<file path="src/rtl/nand_read_sequencer.sv">
`default_nettype none
// ============================================================================
// Module  : nand_read_sequencer
// Brief   : NAND page-read return path: waits out R/B busy, strobes RE and
//           packs IOX bytes little-endian into 32-bit valid/ready words.
// Revision: 1.0 - initial release
// ============================================================================
module nand_read_sequencer #(
    parameter int TWB_CYCLES     = 4,
    parameter int RE_LOW_CYCLES  = 2,
    parameter int RE_HIGH_CYCLES = 2,
    parameter int TIMEOUT_CYCLES = 65535
) (
    input  logic        clk,
    input  logic        rst,
    input  logic        start,
    input  logic [11:0] byte_count,
    input  logic        RB,
    input  logic [7:0]  IOX,
    output logic        RE,
    output logic        CE,
    output logic [31:0] word_data,
    output logic        word_valid,
    output logic        word_last,
    input  logic        word_ready,
    output logic        busy,
    output logic        done,
    output logic        error
);

    localparam int c_max_ab  = (TWB_CYCLES > TIMEOUT_CYCLES) ? TWB_CYCLES : TIMEOUT_CYCLES;
    localparam int c_max_cd  = (RE_LOW_CYCLES > RE_HIGH_CYCLES) ? RE_LOW_CYCLES : RE_HIGH_CYCLES;
    localparam int c_max_cnt = (c_max_ab > c_max_cd) ? c_max_ab : c_max_cd;
    localparam int c_cw      = $clog2(c_max_cnt + 1);

    localparam logic [c_cw-1:0] c_one      = c_cw'(1);
    localparam logic [c_cw-1:0] c_twb_last = c_cw'(TWB_CYCLES - 1);
    localparam logic [c_cw-1:0] c_to_last  = c_cw'(TIMEOUT_CYCLES - 1);
    localparam logic [c_cw-1:0] c_rlo_last = c_cw'(RE_LOW_CYCLES - 1);
    localparam logic [c_cw-1:0] c_rhi_last = c_cw'(RE_HIGH_CYCLES - 1);

    typedef enum logic [2:0] {
        ST_IDLE    = 3'd0,
        ST_TWB     = 3'd1,
        ST_WAIT_RB = 3'd2,
        ST_RE_LO   = 3'd3,
        ST_RE_HI   = 3'd4,
        ST_PUSH    = 3'd5,
        ST_DONE    = 3'd6
    } state_t;

    state_t            state_q, state_d;
    logic [c_cw-1:0]   cnt_q, cnt_d;
    logic [11:0]       len_q, len_d;
    logic [11:0]       idx_q, idx_d;
    logic [31:0]       asm_q, asm_d;
    logic [31:0]       data_q, data_d;
    logic              valid_q, valid_d;
    logic              last_q, last_d;
    logic              err_q, err_d;
    logic              done_q, done_d;
    logic              error_q, error_d;
    logic              re_q, re_d;
    logic              ce_q, ce_d;
    logic              rb_s1_q, rb_s2_q;
    logic              all_bytes;

    assign all_bytes = (idx_q == len_q);

    always_comb begin
        state_d = state_q;
        cnt_d   = cnt_q;
        len_d   = len_q;
        idx_d   = idx_q;
        asm_d   = asm_q;
        data_d  = data_q;
        valid_d = valid_q;
        last_d  = last_q;
        err_d   = err_q;
        done_d  = 1'b0;
        error_d = 1'b0;

        if (valid_q && word_ready) begin
            valid_d = 1'b0;
            last_d  = 1'b0;
        end

        case (state_q)
            ST_IDLE: begin
                cnt_d = '0;
                err_d = 1'b0;
                if (start) begin
                    len_d   = byte_count;
                    idx_d   = '0;
                    asm_d   = '0;
                    state_d = (byte_count == 12'd0) ? ST_DONE : ST_TWB;
                end
            end
            ST_TWB: begin
                if (cnt_q == c_twb_last) begin
                    cnt_d   = '0;
                    state_d = ST_WAIT_RB;
                end else begin
                    cnt_d = cnt_q + c_one;
                end
            end
            ST_WAIT_RB: begin
                if (rb_s2_q) begin
                    cnt_d   = '0;
                    state_d = ST_RE_LO;
                end else if (cnt_q == c_to_last) begin
                    cnt_d   = '0;
                    err_d   = 1'b1;
                    state_d = ST_DONE;
                end else begin
                    cnt_d = cnt_q + c_one;
                end
            end
            ST_RE_LO: begin
                // Sample IOX on the edge that ends the low pulse (RE rising).
                if (cnt_q == c_rlo_last) begin
                    asm_d[{idx_q[1:0], 3'b000} +: 8] = IOX;
                    idx_d   = idx_q + 12'd1;
                    cnt_d   = '0;
                    state_d = ST_RE_HI;
                end else begin
                    cnt_d = cnt_q + c_one;
                end
            end
            ST_RE_HI: begin
                if (cnt_q == c_rhi_last) begin
                    cnt_d   = '0;
                    state_d = (all_bytes || (idx_q[1:0] == 2'd0)) ? ST_PUSH : ST_RE_LO;
                end else begin
                    cnt_d = cnt_q + c_one;
                end
            end
            ST_PUSH: begin
                if (!valid_q || word_ready) begin
                    data_d  = asm_q;
                    valid_d = 1'b1;
                    last_d  = all_bytes;
                    asm_d   = '0;
                    state_d = all_bytes ? ST_DONE : ST_RE_LO;
                end
            end
            ST_DONE: begin
                if (!valid_q) begin
                    done_d  = 1'b1;
                    error_d = err_q;
                    state_d = ST_IDLE;
                end
            end
            default: state_d = ST_IDLE;
        endcase

        // Strobes registered from next state so the NAND pins never glitch.
        re_d = (state_d != ST_RE_LO);
        ce_d = (state_d == ST_IDLE);
    end

    always_ff @(posedge clk) begin
        if (rst) begin
            state_q <= ST_IDLE;
            cnt_q   <= '0;
            len_q   <= '0;
            idx_q   <= '0;
            asm_q   <= '0;
            data_q  <= '0;
            valid_q <= 1'b0;
            last_q  <= 1'b0;
            err_q   <= 1'b0;
            done_q  <= 1'b0;
            error_q <= 1'b0;
            re_q    <= 1'b1;
            ce_q    <= 1'b1;
            rb_s1_q <= 1'b0;
            rb_s2_q <= 1'b0;
        end else begin
            state_q <= state_d;
            cnt_q   <= cnt_d;
            len_q   <= len_d;
            idx_q   <= idx_d;
            asm_q   <= asm_d;
            data_q  <= data_d;
            valid_q <= valid_d;
            last_q  <= last_d;
            err_q   <= err_d;
            done_q  <= done_d;
            error_q <= error_d;
            re_q    <= re_d;
            ce_q    <= ce_d;
            rb_s1_q <= RB;
            rb_s2_q <= rb_s1_q;
        end
    end

    assign RE         = re_q;
    assign CE         = ce_q;
    assign word_data  = data_q;
    assign word_valid = valid_q;
    assign word_last  = last_q;
    assign busy       = (state_q != ST_IDLE);
    assign done       = done_q;
    assign error      = error_q;

endmodule
`default_nettype wire
</file>
<file path="config.mk">
export PLATFORM = sky130hd
export DESIGN_NAME = nand_read_sequencer
export DESIGN_NICKNAME = d
export VERILOG_FILES = /design/src/rtl/nand_read_sequencer.sv
export SDC_FILE = /design/constraint.sdc
export NUM_CORES = 1
export LEC_CHECK = 0
export ABC_AREA = 1
export CORE_MARGIN = 2
export CORE_UTILIZATION = 53
export DETAILED_ROUTE_END_ITERATION = 8
export GPL_TIMING_DRIVEN = 0
export PLACE_DENSITY = 0.76
export SLEW_MARGIN = 5
export SYNTH_ARGS = -nofsm -noshare
export SYNTH_HDL_FRONTEND = slang
export SYNTH_SLANG_ARGS = --single-unit
</file>
<file path="constraint.sdc">
create_clock -name clk -period 3 [get_ports clk]
set_clock_uncertainty 0.05 [all_clocks]
set_input_delay 0.3 -clock clk [delete_from_list [all_inputs] [get_ports clk]]
set_output_delay 0.3 -clock clk [all_outputs]
set_load 0.005 [all_outputs]
</file>
==> results.py, run 1 <==
metrics = {
    "synthesis": {
        "synth_flop_cell": "dfxtp_1",
        "yosysTopAreaCellShare": 0.434,
        "synth.area.top_cells": "dfxtp_1, a21oi_1, nand2_1, inv_1, nor2_1",
        "yosys.cell_types.count": 41,
        "ys_seq_area_frac": 0.434,
        "synth_cells": 746,
        "yosysWarningCount": 0,
        "ys_seq_elements": 116,
        "synth.avg_cell_area_um2": 7.17,
        "yosys.area.top_type": "dfxtp_1",
        "synth_edf_count": 0,
        "async_flop_share": 0,
        "synth_nets": 780,
        "syn_area_um2": 5350,
    },
    "power": {
        "powerDensity_nw_per_um2": 575,
        "peakVddDrop_mv": 0.361,
        "p_leak_nw": 2.66,
    },
    "detailed_routing": {
        "drtIter0Drc": 290,
        "ant_nets": 0,
        "routed_wl_mm": 13.2,
        "via_per_inst": 5.22,
        "num_vias": 5087,
        "drc": 0,
        "first_pass_iters": 5,
        "avgRoutedWirePerCell_um": 13.5,
    },
    "cells_and_area": {
        "antennaDiodeCount": 0,
        "fillerInstances": 851,
        "layout.area.seq_um2": 2320,
        "nets": 862,
        "multiInputGateArea_um2": 2500,
        "layout_common_cells": "nand2_1, dfxtp_1, inv_1, nor2_1, a21oi_1",
        "drive_gt1_frac": 0.0880,
        "syn_to_final_growth_pct": 25.6,
        "final_cells": 974,
        "final_common_cell": "nand2_1",
    },
    "critical_path": {
        "r2r_slack_ns": 0.42,
        "path_buf_inv": 5,
        "end_kind": "flip-flop",
        "critPathMaxStageDelay_ns": 0.38,
        "crit_chain": "inv_1 -> clkbuf_2 -> clkbuf_2 -> ha_1 -> clkbuf_1 -> nand2_1 -> nor3_1 -> inv_1 -> nor2_1 -> o21ai_0 -> a21oi_1",
        "slowest_stage": "dfxtp_1",
        "critPathLaunchType": "flip-flop",
        "arrival_ns": 2.96,
        "cp_top_family": "buffers and inverters",
        "crit_required_ns": 3.39,
        "path_max_fanout": 12,
        "worstSetupPathType": "reg -> reg",
    },
    "sta": {
        "worst_pin_slew_ns": 0.740,
        "period_minus_slack_ns": 2.58,
        "timing.final.hold_violations": 0,
        "slew_headroom": 0.503,
        "rsz0062_at_grt": "no",
        "final.setup.tns_ns": 0,
        "report.final.slew_viol_count": 0,
        "fmaxAchievable_ghz": 0.388,
        "finalSetupViolCount": 0,
        "period_share": 0.858,
    },
    "clocking": {
        "clockRootBuffer": "clkbuf_8",
        "clock_sinks": 116,
        "cts_htree_levels": 4,
        "clk_pin_slew_worst_paths_ns": 0.05,
        "clock_latency_ns": 0.51,
        "cts.path.max_buffers": 2,
        "numCtsBuffers": 17,
        "cts_tree": "done",
        "post_cts_buffers": 0,
    },
    "placement": {
        "routabilityCongestion": 0.877,
        "place_inst": 942,
        "hpwlAfterDp_mm": 9.85,
        "portBuffers": 63,
    },
    "die": {
        "initial_core_util": 0.547,
        "rows": 36,
        "coreArea_um2": 9770,
        "dieArea_um2": 10900,
        "io-pin-count": 64,
        "die-width_um": 104,
        "fp.dieH_um": 104,
    },
    "flow_run": {
        "cap_violations": 0,
    },
    "global_routing": {
        "grt_max_degree": 17,
        "grt_pass1_vias": 4877,
        "grt_overflow": 0,
        "grt_usage": 0.249,
        "antenna_found_initial": 0,
        "grt_pass1_wl_mm": 22.0,
    },
    "worst_hold_path": {
        "hold_class": "in -> reg",
    },
    "outcome": {
        "status": "finished, final reports clean",
    },
}
## layer usage
layer	track usage	part of all wire
met5	0	0
met4	0.107	0.019
met3	0.0558	0.063
met2	0.426	0.49
met1	0.299	0.43
## worst register-to-register path: stages, from the launching register on
cell and delay [ns]:
dfxtp_1 0.38, inv_1 0.15, clkbuf_2 0.24, clkbuf_2 0.28, ha_1 0.18, clkbuf_1 0.32
nand2_1 0.09, nor3_1 0.26, inv_1 0.17, nor2_1 0.12, o21ai_0 0.09, a21oi_1 0.15
## cells by family (layout without fill, tap and decap cells)
| kind of cell | Yosys count | count (layout) | share of synthesized area |
|---|---|---|---|
| AOI/OAI and AO/OA | 166 | 166 | 0.161 |
| xor gates and xnor gates | 14 | 14 | 0.0229 |
| adders and majority gates | 9 | 9 | 0.0211 |
| buffers and inverters | 129 | 224 | 0.0978 |
| DFF | 116 | 116 | 0.434 |
| and+or+nand+nor | 312 | 312 | 0.263 |
## registers in the layout (all words and copies together) (netlist names)
signal,flops
asm_q,32
state_q,3
CE,1
error,1
RE,1
rb_s1_q,1
idx_q,12
word_data,32
word_last,1
err_q,1
done,1
rb_s2_q,1
word_valid,1
cnt_q,16
len_q,12
## metrics by stage
stage | cell area, um^2 | setup slack [ns] | utilization | total power, mW | hold WS, ns
finish | 6720 | 0.425 | 0.687 | 3.86 | 0.267
global route | 6720 | 0.107 | 0.687 | 4.01 | 0.283
CTS | 6710 | 0.106 | 0.687 | 3.88 | 0.262
detailed placement | 6140 | 0.164 | 0.629 | 1.99 | 0.347
global placement | 6140 | 0.254 | 0.629 | 1.98 | 0.347
floorplan | 5350 | 0.674 | - | 1.88 | 0.338
## path summary, 6_finish.rpt
check | startpoint | end | cells past startpoint
worst min-delay path | RB | rb_s1_q$_SDFF_PP0_ | 3
worst max-delay path | idx_q[0]$_SDFFE_PP0P_ | asm_q[2]$_SDFFE_PP0P_ | 11
worst max register to register | idx_q[0]$_SDFFE_PP0P_ | asm_q[2]$_SDFFE_PP0P_ | 11
worst min register to register | rb_s1_q$_SDFF_PP0_ | rb_s2_q$_SDFF_PP0_ | 2
## final cells by class
cell class | count | area share
flip-flops and latches | 116 | 0.346
multi-input cells | 501 | 0.373
clock inverters | 12 | 0.0198
well taps | 133 | 0.0248
repair buffers | 63 | 0.0939
inverters | 103 | 0.0579
plain buffers | 26 | 0.0203
clock buffers | 20 | 0.0648
## power by group
| part | switching (mW) | internal, mW | leakage (nW) |
|---|---|---|---|
| Sequential | 0.0252 | 1.60 | 0.944 |
| Clock | 0.700 | 1.20 | 0.271 |
| Combinational | 0.213 | 0.126 | 1.45 |
## timing repair
item / in CTS / in global routing
hold buffers: 0 / 0
endpoints found under the setup margin: 0 / 11
resized for setup: 0 / 4
## synth_stat cells (2+ instances only)
cell type and number:
nor3_1 28, buf_6 3, inv_2 3, nand2_1 121, buf_2 5, nand3_1 23, nand3_2 6, nor2_1 98
nor3_2 3, a21oi_1 92, nand4_1 9, o21ai_0 66, nor2_2 4, or2_2 6, xor2_1 5, inv_1 99
buf_4 2, ha_1 9, xnor2_1 9, dfxtp_1 116, nand2_2 4, clkbuf_1 16
No activity file was read; power rests on OpenSTA's default activity.
==> inputs of run 2 (changes only) <==
CTS_CLUSTER_SIZE = 10   (was not set)
==> results of run 2 <==
The final DEF is identical to that of run 1; final timing and power are the same.
==> inputs of run 3 (changes only) <==
PLACE_DENSITY = 0.81   (was 0.76)
==> run 3 against run 2 <==
  * First-iteration DRC count is 1.4% higher
  * Via count increased by 2.0%
  * Final cell count is 0.21% lower
  * Highest routed layer unchanged
  * Routed wire length rose by 2.4%
  * Largest power group unchanged
  * Clock-buffer cell count up 1
  * Core utilization increased by 0.54 points
  * Total power is 5.3% higher
  * Maximum frequency is 2.2% lower
  * Critical path depth unchanged
  * Combinational power increased by 1%
  * Sequential share of layout area shrank 0.27 points
  * Die area stayed put
==> results.py, run 3 (synthesis results as in run 1) <==
metrics = {
    "critical_path": {
        "crit_required_ns": 3.40,
        "arrival_ns": 3.03,
        "worstSetupPathType": "reg -> reg",
        "reg2regPathDepth": 11,
        "critPathLaunchType": "flip-flop",
        "path_max_fanout": 12,
        "end_kind": "flip-flop",
    },
    "die": {
        "rows": 36,
        "fp.dieH_um": 104,
        "dieArea_um2": 10900,
        "die-width_um": 104,
        "io-pin-count": 64,
        "initial_core_util": 0.547,
        "coreArea_um2": 9770,
    },
    "cells_and_area": {
        "fin_util": 0.692,
        "fillerInstances": 794,
        "nets": 862,
        "layout_common_cells": "nand2_1, dfxtp_1, inv_1, nor2_1, a21oi_1",
        "final_area_um2": 6770,
        "final_common_cell": "nand2_1",
        "antennaDiodeCount": 0,
        "drive_gt1_frac": 0.0882,
        "syn_to_final_growth_pct": 26.6,
    },
    "detailed_routing": {
        "ant_nets": 0,
        "drc": 0,
        "routed_wl_mm": 13.5,
        "via_per_inst": 5.34,
        "avgRoutedWirePerCell_um": 13.9,
        "num_vias": 5191,
        "drtIter0Drc": 294,
        "first_pass_iters": 6,
    },
    "outcome": {
        "status": "finished, final reports clean",
    },
    "clocking": {
        "post_cts_buffers": 0,
        "clock_latency_ns": 0.53,
        "cts_htree_levels": 4,
        "cts_tree": "done",
        "cts.path.max_buffers": 2,
        "clk_pin_slew_worst_paths_ns": 0.05,
        "clock_sinks": 116,
        "clockRootBuffer": "clkbuf_8",
        "numCtsBuffers": 17,
        "post_cts_resized": 0,
        "cts_hold_buf": 0,
    },
    "global_routing": {
        "antenna_found_initial": 0,
        "grt_pass1_wl_mm": 22.5,
        "grt_pass1_vias": 4926,
        "grt_overflow": 0,
        "grt_max_degree": 17,
        "grt_usage": 0.255,
    },
    "worst_hold_path": {
        "min_path_cells": 3,
        "hold_class": "in -> reg",
    },
    "sta": {
        "finalSetupViolCount": 0,
        "rsz0062_at_grt": "no",
        "worst_pin_slew_ns": 0.727,
        "period_share": 0.878,
        "report.final.slew_viol_count": 0,
        "period_minus_slack_ns": 2.63,
        "whs_ns": 0.249,
        "final.setup.tns_ns": 0,
        "slew_headroom": 0.511,
        "timing.final.hold_violations": 0,
        "fmaxAchievable_ghz": 0.380,
    },
    "placement": {
        "placed_cell_area_um2": 6140,
        "routabilityCongestion": 0.899,
        "portBuffers": 63,
        "hpwlAfterDp_mm": 9.70,
    },
    "power": {
        "peakVddDrop_mv": 0.336,
        "powerDensity_nw_per_um2": 601,
        "p_leak_nw": 2.70,
    },
    "flow_run": {
        "cap_violations": 0,
    },
}
-- run 3: critical path: stages (launching register included) --
cell and delay [ns]:
dfxtp_1 0.40, inv_1 0.16, clkbuf_2 0.23, clkbuf_2 0.28
ha_1 0.18, clkbuf_1 0.33, nand2_1 0.10, nor3_1 0.27
inv_1 0.18, nor2_1 0.13, o21ai_0 0.10, a21oi_1 0.15
-- run 3: worst paths after layout --
| path | endpoint | slack (ns) | startpoint |
|---|---|---|---|
| hold reg to reg | rb_s2_q$_SDFF_PP0_ | 0.37 | rb_s1_q$_SDFF_PP0_ |
| setup reg to reg | asm_q[4]$_SDFFE_PP0P_ | 0.37 | idx_q[0]$_SDFFE_PP0P_ |
| setup / recovery | asm_q[4]$_SDFFE_PP0P_ | 0.37 | idx_q[0]$_SDFFE_PP0P_ |
| hold / removal | rb_s1_q$_SDFF_PP0_ | 0.25 | RB |
-- run 3: layout make-up --
cell class              instances  area (um^2)  share of cell area
plain buffers                  26          136              0.0202
clock buffers                  21          469              0.0693
clock inverters                 9          151              0.0224
inverters                     103          389              0.0575
multi-input cells             501         2500               0.370
flip-flops and latches        116         2320               0.343
well taps                     133          166              0.0246
repair buffers                 63          631              0.0932
-- run 3: where the power goes --
group	internal (mW)	switching, mW
Sequential	1.60	0.0251
Combinational	0.127	0.217
Clock	1.42	0.677
Total	3.15	0.919
-- run 3: routing by layer --
| metal | track usage | wire length (um) |
|---|---|---|
| met5 | 0 | 0 |
| met4 | 0.103 | 281 |
| met3 | 0.0727 | 962 |
| met2 | 0.430 | 6670 |
| met1 | 0.305 | 5570 |
-- run 3: through the flow --
step | power, mW | setup WS, ns | std cells
floorplan | 1.88 | 0.674 | 746
global placement | 1.98 | 0.258 | 942
detailed placement | 1.99 | 0.178 | 942
CTS | 4.08 | 0.0940 | 972
global route | 4.21 | 0.0381 | 972
finish | 4.07 | 0.366 | 972
==> RTL edit 1 (flow settings as in run 1) <==
Reset style: asynchronous (`rst`), changed in one clocked block.
--- a/src/rtl/nand_read_sequencer.sv
+++ b/src/rtl/nand_read_sequencer.sv
@@ -161,3 +161,3 @@
 
-    always_ff @(posedge clk) begin
+    always_ff @(posedge clk or posedge rst) begin
         if (rst) begin
Behaviour: differs if rst is asserted again (counterexample within 4 cycles, from zero or initial values and one cycle with rst high); with rst held inactive, the same outputs for 10 cycles.
==> RTL edit 1 against run 1 <==
  * Wire length shrank 3.1%
  * Design area grew 5.9%
  * Worst setup slack lost 0.079 ns
  * Via count shrank 4.5%
  * Area after synthesis grew 5.6%
  * Sequential cell count is the same
  * Cell count shrank 3.1%
  * Critical endpoint is now asm_q[23]
Power is not compared: it rests on default switching activity, and its combinational part moved more than twofold at a synthesized area within 25%.
==> RTL edit 1: results (changes against run 1) <==
| Parameter | Value | Delta |
| --- | --- | --- |
| Share of the synthesized area in compound gates (AO/OA/AOI/OAI) | 7.575% | was 16.14% |
| Synthesized-area fraction occupied by xor and xnor cells | 1.860% | was 2.293% |
| Fraction of synthesis flops using an asynchronous set or reset pin | 100.0% | was 0% |
| Register area share after synthesis | 51.43% | was 43.43% |
| Average cell area after synthesis | 7.968 um2 | was 7.168 um2 |
| Leading post-synthesis cells by instance count | sky130_fd_sc_hd__nand2_1, sky130_fd_sc_hd__dfrtp_1, sky130_fd_sc_hd__nor2_1, sky130_fd_sc_hd__inv_1 | was sky130_fd_sc_hd__nand2_1, sky130_fd_sc_hd__dfxtp_1, sky130_fd_sc_hd__inv_1, sky130_fd_sc_hd__nor2_1, sky130_fd_sc_hd__a21oi_1 |
| Synthesized-area fraction occupied by adder cells | 1.993% | was 2.106% |
| Flop2flop setup slack | 0.35 ns | was 0.42 ns |
| Family with the most delay on the worst path | simple AND/OR/NAND/NOR gates | was buffers and inverters |
| Arrival time of data at the critical path endpoint | 3.07 ns | was 2.96 ns |
| Via count of the first global-routing pass | 4815 | was 4877 |
| Wire length reported by the detailed router | 12760 um | was 13160 um |
| Worst min-delay path endpoint | rb_s1_q | unchanged |
| Overall Global Routing Usage | 24.85% | was 24.90% |
| Result of the run | finished, final reports clean | unchanged |
| Gpl congestion | 0.9271 | was 0.8766 |
| Detail Placement HPWL | 9243 um | was 9850 um |
| Max-cap violation count | 0 | unchanged |
| Layout cells sized above 1 | 9.406% | was 8.799% |
| Post-detailed-route wirelength per cell | 13.51 um | about the same |
| Top cells by area, synth | sky130_fd_sc_hd__dfrtp_1, sky130_fd_sc_hd__nand2_1, sky130_fd_sc_hd__nor2_1 | was sky130_fd_sc_hd__dfxtp_1, sky130_fd_sc_hd__a21oi_1, sky130_fd_sc_hd__nand2_1 |
| Terminus of the critical flop-to-flop path | asm_q[23] | was asm_q[2] |
| Initial detailed-routing violation count | 287 | was 290 |
| First drt pass iteration count | 5 | unchanged |
| Main synth FF type | sky130_fd_sc_hd__dfrtp_1 | was sky130_fd_sc_hd__dfxtp_1 |
| Mapped Nets | 743 | was 780 |
| Post-synthesis cell type count | 34 | was 41 |
| Via count of the routed design | 4856 | was 5087 |
| Hold path cells | 1 | was 3 |
| Number of instances in the placed design | 911 | was 942 |
| Skew-Pair Late Insertion Delay | 0.53 ns | was 0.51 ns |
| Normalized max-slew margin | 42.35% | was 50.27% |
| Critical Path Max Stage Delay | 0.70 ns | was 0.38 ns |
| Synth Warn # | 0 | unchanged |
[RTL edit 1: cell types whose count changed after synthesis, moves of 6 or more]
cell,run 1,this run
sky130_fd_sc_hd__a21oi_1,92,10
sky130_fd_sc_hd__dfrtp_1,0,114
sky130_fd_sc_hd__dfxtp_1,116,0
sky130_fd_sc_hd__inv_1,99,55
sky130_fd_sc_hd__nand2_1,121,280
sky130_fd_sc_hd__nor2_1,98,70
sky130_fd_sc_hd__nor3_1,28,17
sky130_fd_sc_hd__o21ai_0,66,26
sky130_fd_sc_hd__o21ai_1,1,14
sky130_fd_sc_hd__o21ai_2,0,16
sky130_fd_sc_hd__or2_2,6,0
[RTL edit 1: area by class of cell]
type | instances | area, um2
repair buffers | 67 | 700.7
clock buffers | 23 | 456.7
well taps | 136 | 170.2
flip-flops and latches | 116 | 2905
fillers | 836 | 3216
inverters | 60 | 229.0
multi-input cells | 514 | 2407
plain buffers | 19 | 111.4
clock inverters | 9 | 127.6
[RTL edit 1: through the flow]
stage / instance area [um2] / hold WS, ns / total power [W] / worst slack (ns)
finish: 7108 / 0.1689 / 0.005624 / 0.3459
floorplan: 5653 / 0.2812 / 0.003132 / 0.8816
global route: 7108 / 0.1547 / 0.005972 / 0.1444
global placement: 6454 / 0.2853 / 0.003596 / 0.1847
detailed placement: 6514 / 0.2962 / 0.003654 / 0.4611
CTS: 7108 / 0.1498 / 0.005663 / 0.3857
[RTL edit 1: how the worst max path moves through the flow]
stage                   end  cells after the start  startpoint
6_report          asm_q[23]                      7    idx_q[0]
5_1_grt           asm_q[23]                      7    idx_q[0]
4_1_cts           asm_q[23]                      7    idx_q[0]
3_5_place_dp      asm_q[23]                      7    idx_q[0]
3_3_place_gp   word_data[3]                      2         rst
2_1_floorplan     asm_q[16]                      7    idx_q[0]
[RTL edit 1: worst reg2reg max path: cells and delay by family (launching register included)]
family          cells  cell delay, ns
fa+ha+maj           1            0.28
simple gates        2            0.95
buf+inv             3            0.64
compound gates      1            0.19
flops               1            0.46
[RTL edit 1: per-layer routing]
| layer | up-vias | share of wire, % | wire [um] | GRT usage (%) |
|---|---|---|---|---|
| li1 | 2413 | - | - | - |
| met1 | 2302 | 45 | 5742 | 31.67 |
| met2 | 117 | 49 | 6201 | 39.78 |
| met3 | 24 | 4.5 | 569 | 6.748 |
| met4 | 0 | 1.9 | 242 | 10.95 |
| met5 | - | 0 | 0 | 0 |
[RTL edit 1: what timing repair did]
action,in CTS,in global routing
buffers inserted,0,0
hold endpoints to repair,3,0
hold buffers,1,0
gates resized for setup,0,0
[RTL edit 1: kinds of logic after synthesis]
logic type | count (synthesis)
fa+ha+maj | 9
compound gates | 70
simple gates | 423
xor+xnor | 12
buf+inv | 79
flops | 116
==> RTL edit 2 (settings of run 1) <==
Without the edit above. `TWB_CYCLES`: 4 -> 2.
--- a/src/rtl/nand_read_sequencer.sv
+++ b/src/rtl/nand_read_sequencer.sv
@@ -8,3 +8,3 @@
 module nand_read_sequencer #(
-    parameter int TWB_CYCLES     = 4,
+    parameter int TWB_CYCLES     = 2,
     parameter int RE_LOW_CYCLES  = 2,
Check against the original RTL: not equivalent (Yosys sat finds a counterexample within 10 cycles, from zero or initial values and one cycle with rst high).
==> RTL edit 2 against run 1 <==
  * Sequential power grew 6%
  * Global-route usage grew 0.40 points
  * Total power grew 8.8%
  * Worst setup slack gained 0.44 ns
  * Wire length is essentially flat
  * Sequential cell count is the same
  * Area after synthesis shrank 1.1%
  * Die area shrank 1.1%
  * Sequential share of layout area grew 0.31 points
  * Design area shrank 0.88%
  * Critical endpoint is now asm_q[10]
  * Largest power group unchanged
==> RTL edit 2: results (changes against run 1) <==
| Parameter | Value | Delta |
| --- | --- | --- |
| Clock root buffer | sky130_fd_sc_hd__clkbuf_8 | unchanged |
| Skew-Pair Late Insertion Delay | 0.51 ns | about the same |
| Number of cells upsized or downsized after cts | 0 | unchanged |
| Overall Global Routing Usage | 25.30% | was 24.90% |
| Mapped Nets | 774 | was 780 |
| Wire length reported by the detailed router | 13160 um | about the same |
| Count of input and output buffers | 63 | unchanged |
| Top cells by area, synth | sky130_fd_sc_hd__dfxtp_1, sky130_fd_sc_hd__a21oi_1, sky130_fd_sc_hd__nand2_1 | unchanged |
| Worst Path Max Fanout | 9 | was 12 |
| Path depth of the worst reg2reg path | 7 | was 11 |
| Synthesized-area fraction occupied by adder cells | 2.129% | was 2.106% |
| Clock edge transition at the registers on the reported setup and hold paths | 0.06 ns |  |
| Worst hold-check path type | in -> reg | unchanged |
| Share of the synthesized area in compound gates (AO/OA/AOI/OAI) | 18.69% | was 16.14% |
| Hold path cells | 3 | unchanged |
| Post-detailed-route wirelength per cell | 13.59 um | was 13.51 um |
| Fraction of synthesis flops using an asynchronous set or reset pin | 0% | unchanged |
| CP max-delay cell | sky130_fd_sc_hd__dfxtp_1 | unchanged |
| Largest net degree at the start of global routing | 17 | unchanged |
| Layout cells sized above 1 | 8.024% | was 8.799% |
| Critical path data required time | 3.39 ns | about the same |
| Number of instances in the placed design | 936 | was 942 |
| Number of buffers added by the clock tree synthesis step | 17 | unchanged |
| Synthesized netlist cell count | 740 | was 746 |
| Register area share after synthesis | 43.91% | was 43.43% |
| Leading post-synthesis cells by instance count | sky130_fd_sc_hd__nand2_1, sky130_fd_sc_hd__dfxtp_1, sky130_fd_sc_hd__inv_1, sky130_fd_sc_hd__a21oi_1, sky130_fd_sc_hd__nor2_1 | was sky130_fd_sc_hd__nand2_1, sky130_fd_sc_hd__dfxtp_1, sky130_fd_sc_hd__inv_1, sky130_fd_sc_hd__nor2_1, sky130_fd_sc_hd__a21oi_1 |
| Synth Warn # | 0 | unchanged |
| Buffer count from post-CTS setup fixing | 0 | unchanged |
| First drt pass iteration count | 5 | unchanged |
| Number of antenna violations at the first check in global routing | 0 | unchanged |
| Peak supply drop | 0.3918 mV | was 0.3605 mV |
| Via count of the routed design | 5109 | was 5087 |
| Synthesized-area fraction occupied by xor and xnor cells | 1.656% | was 2.293% |
| Number of levels in the clock H-tree | 4 | unchanged |
| First-pass GRT wire length | 22520 um | was 22020 um |
| Switching power | 0.001197 W | was 0.0009378 W |
| Count of nets after finishing | 856 | was 862 |
| Standby leakage power | 2.717 nW | was 2.661 nW |
| Antenna cells | 0 | unchanged |
| Critical Path Max Stage Delay | 0.49 ns | was 0.38 ns |
| Detail Placement HPWL | 9799 um | was 9850 um |
| Gpl congestion | 0.9194 | was 0.8766 |
| Via count of the first global-routing pass | 4939 | was 4877 |
| Result of the run | finished, final reports clean | unchanged |
| Worst-case clock buffer depth | 2 | unchanged |
| Post-synthesis cell type count | 40 | was 41 |
| Layout fillers | 853 | was 851 |
| Normalized max-slew margin | 64.50% | was 50.27% |
| Initial detailed-routing violation count | 314 | was 290 |
RTL edit 2: cell types whose count changed in the layout (fill, tap and decap cells not counted), moves of 4 or more:
cell                      before  now
sky130_fd_sc_hd__nand4_1       9    5
sky130_fd_sc_hd__o21ai_0      66   73
sky130_fd_sc_hd__o21ai_1       1   10
sky130_fd_sc_hd__nor3_1       28   15
sky130_fd_sc_hd__inv_6         0    6
sky130_fd_sc_hd__xnor2_1       9    5
sky130_fd_sc_hd__nor2_1       98   90
RTL edit 2: metrics by stage:
step | setup WS [ns] | power (W) | instance area [um2]
final | 0.8631 | 0.004203 | 6656
after global routing | 0.6676 | 0.004389 | 6656
after CTS | 0.8832 | 0.004215 | 6656
after detailed placement | 0.7581 | 0.002305 | 6086
after global placement | 0.7932 | 0.002284 | 6086
after floorplan | 1.330 | 0.002122 | 5289
RTL edit 2: layout make-up:
cell class	count	area share (%)
multi-input cells	495	36.82
flip-flops and latches	116	34.89
repair buffers	63	9.474
clock buffers	18	6.429
inverters	105	5.940
well taps	133	2.500
clock inverters	14	2.143
plain buffers	24	1.805
RTL edit 2: path summary, 6_finish.rpt:
check	start	end	slack [ns]
max	idx_q[0]	asm_q[10]	0.86
min	RB	rb_s1_q	0.25
max reg2reg	idx_q[0]	asm_q[10]	0.86
min reg2reg	rb_s1_q	rb_s2_q	0.37
RTL edit 2: critical path, delay by kind of cell, from the launching register on:
kind	cells	cell delay (ns)
adder cells (fa/ha/maj)	1	0.29
buffers and inverters	2	0.34
AND/OR/NAND/NOR	2	0.59
flip-flops	1	0.49
AO/OA/AOI/OAI	2	0.30
RTL edit 2: logic make-up (layout without fill, tap and decap cells):
logic type | Yosys count | count (layout)
flops | 116 | 116
xor+xnor | 10 | 10
compound gates | 189 | 189
buf+inv | 129 | 224
simple gates | 287 | 287
fa+ha+maj | 9 | 9
RTL edit 2: power groups by stage:
stage / logic [W] / registers (W) / clock network, W
2_1_floorplan: 0.000393 / 0.00173 / 0
3_3_place_gp: 0.000549 / 0.00173 / 0
3_5_place_dp: 0.000564 / 0.00174 / 0
4_1_cts: 0.000568 / 0.00171 / 0.00194
5_1_grt: 0.000645 / 0.00172 / 0.00202
6_report: 0.000573 / 0.00171 / 0.00192
RTL edit 2: routing by layer:
layer / global-route usage, % / vias to the layer above / routed length, um
met1: 31.96 / 2341 / 5843
met5: 0 / - / 0
met3: 5.827 / 29 / 726
met2: 41.92 / 173 / 6310
met4: 10.04 / 0 / 278
li1: - / 2566 / -
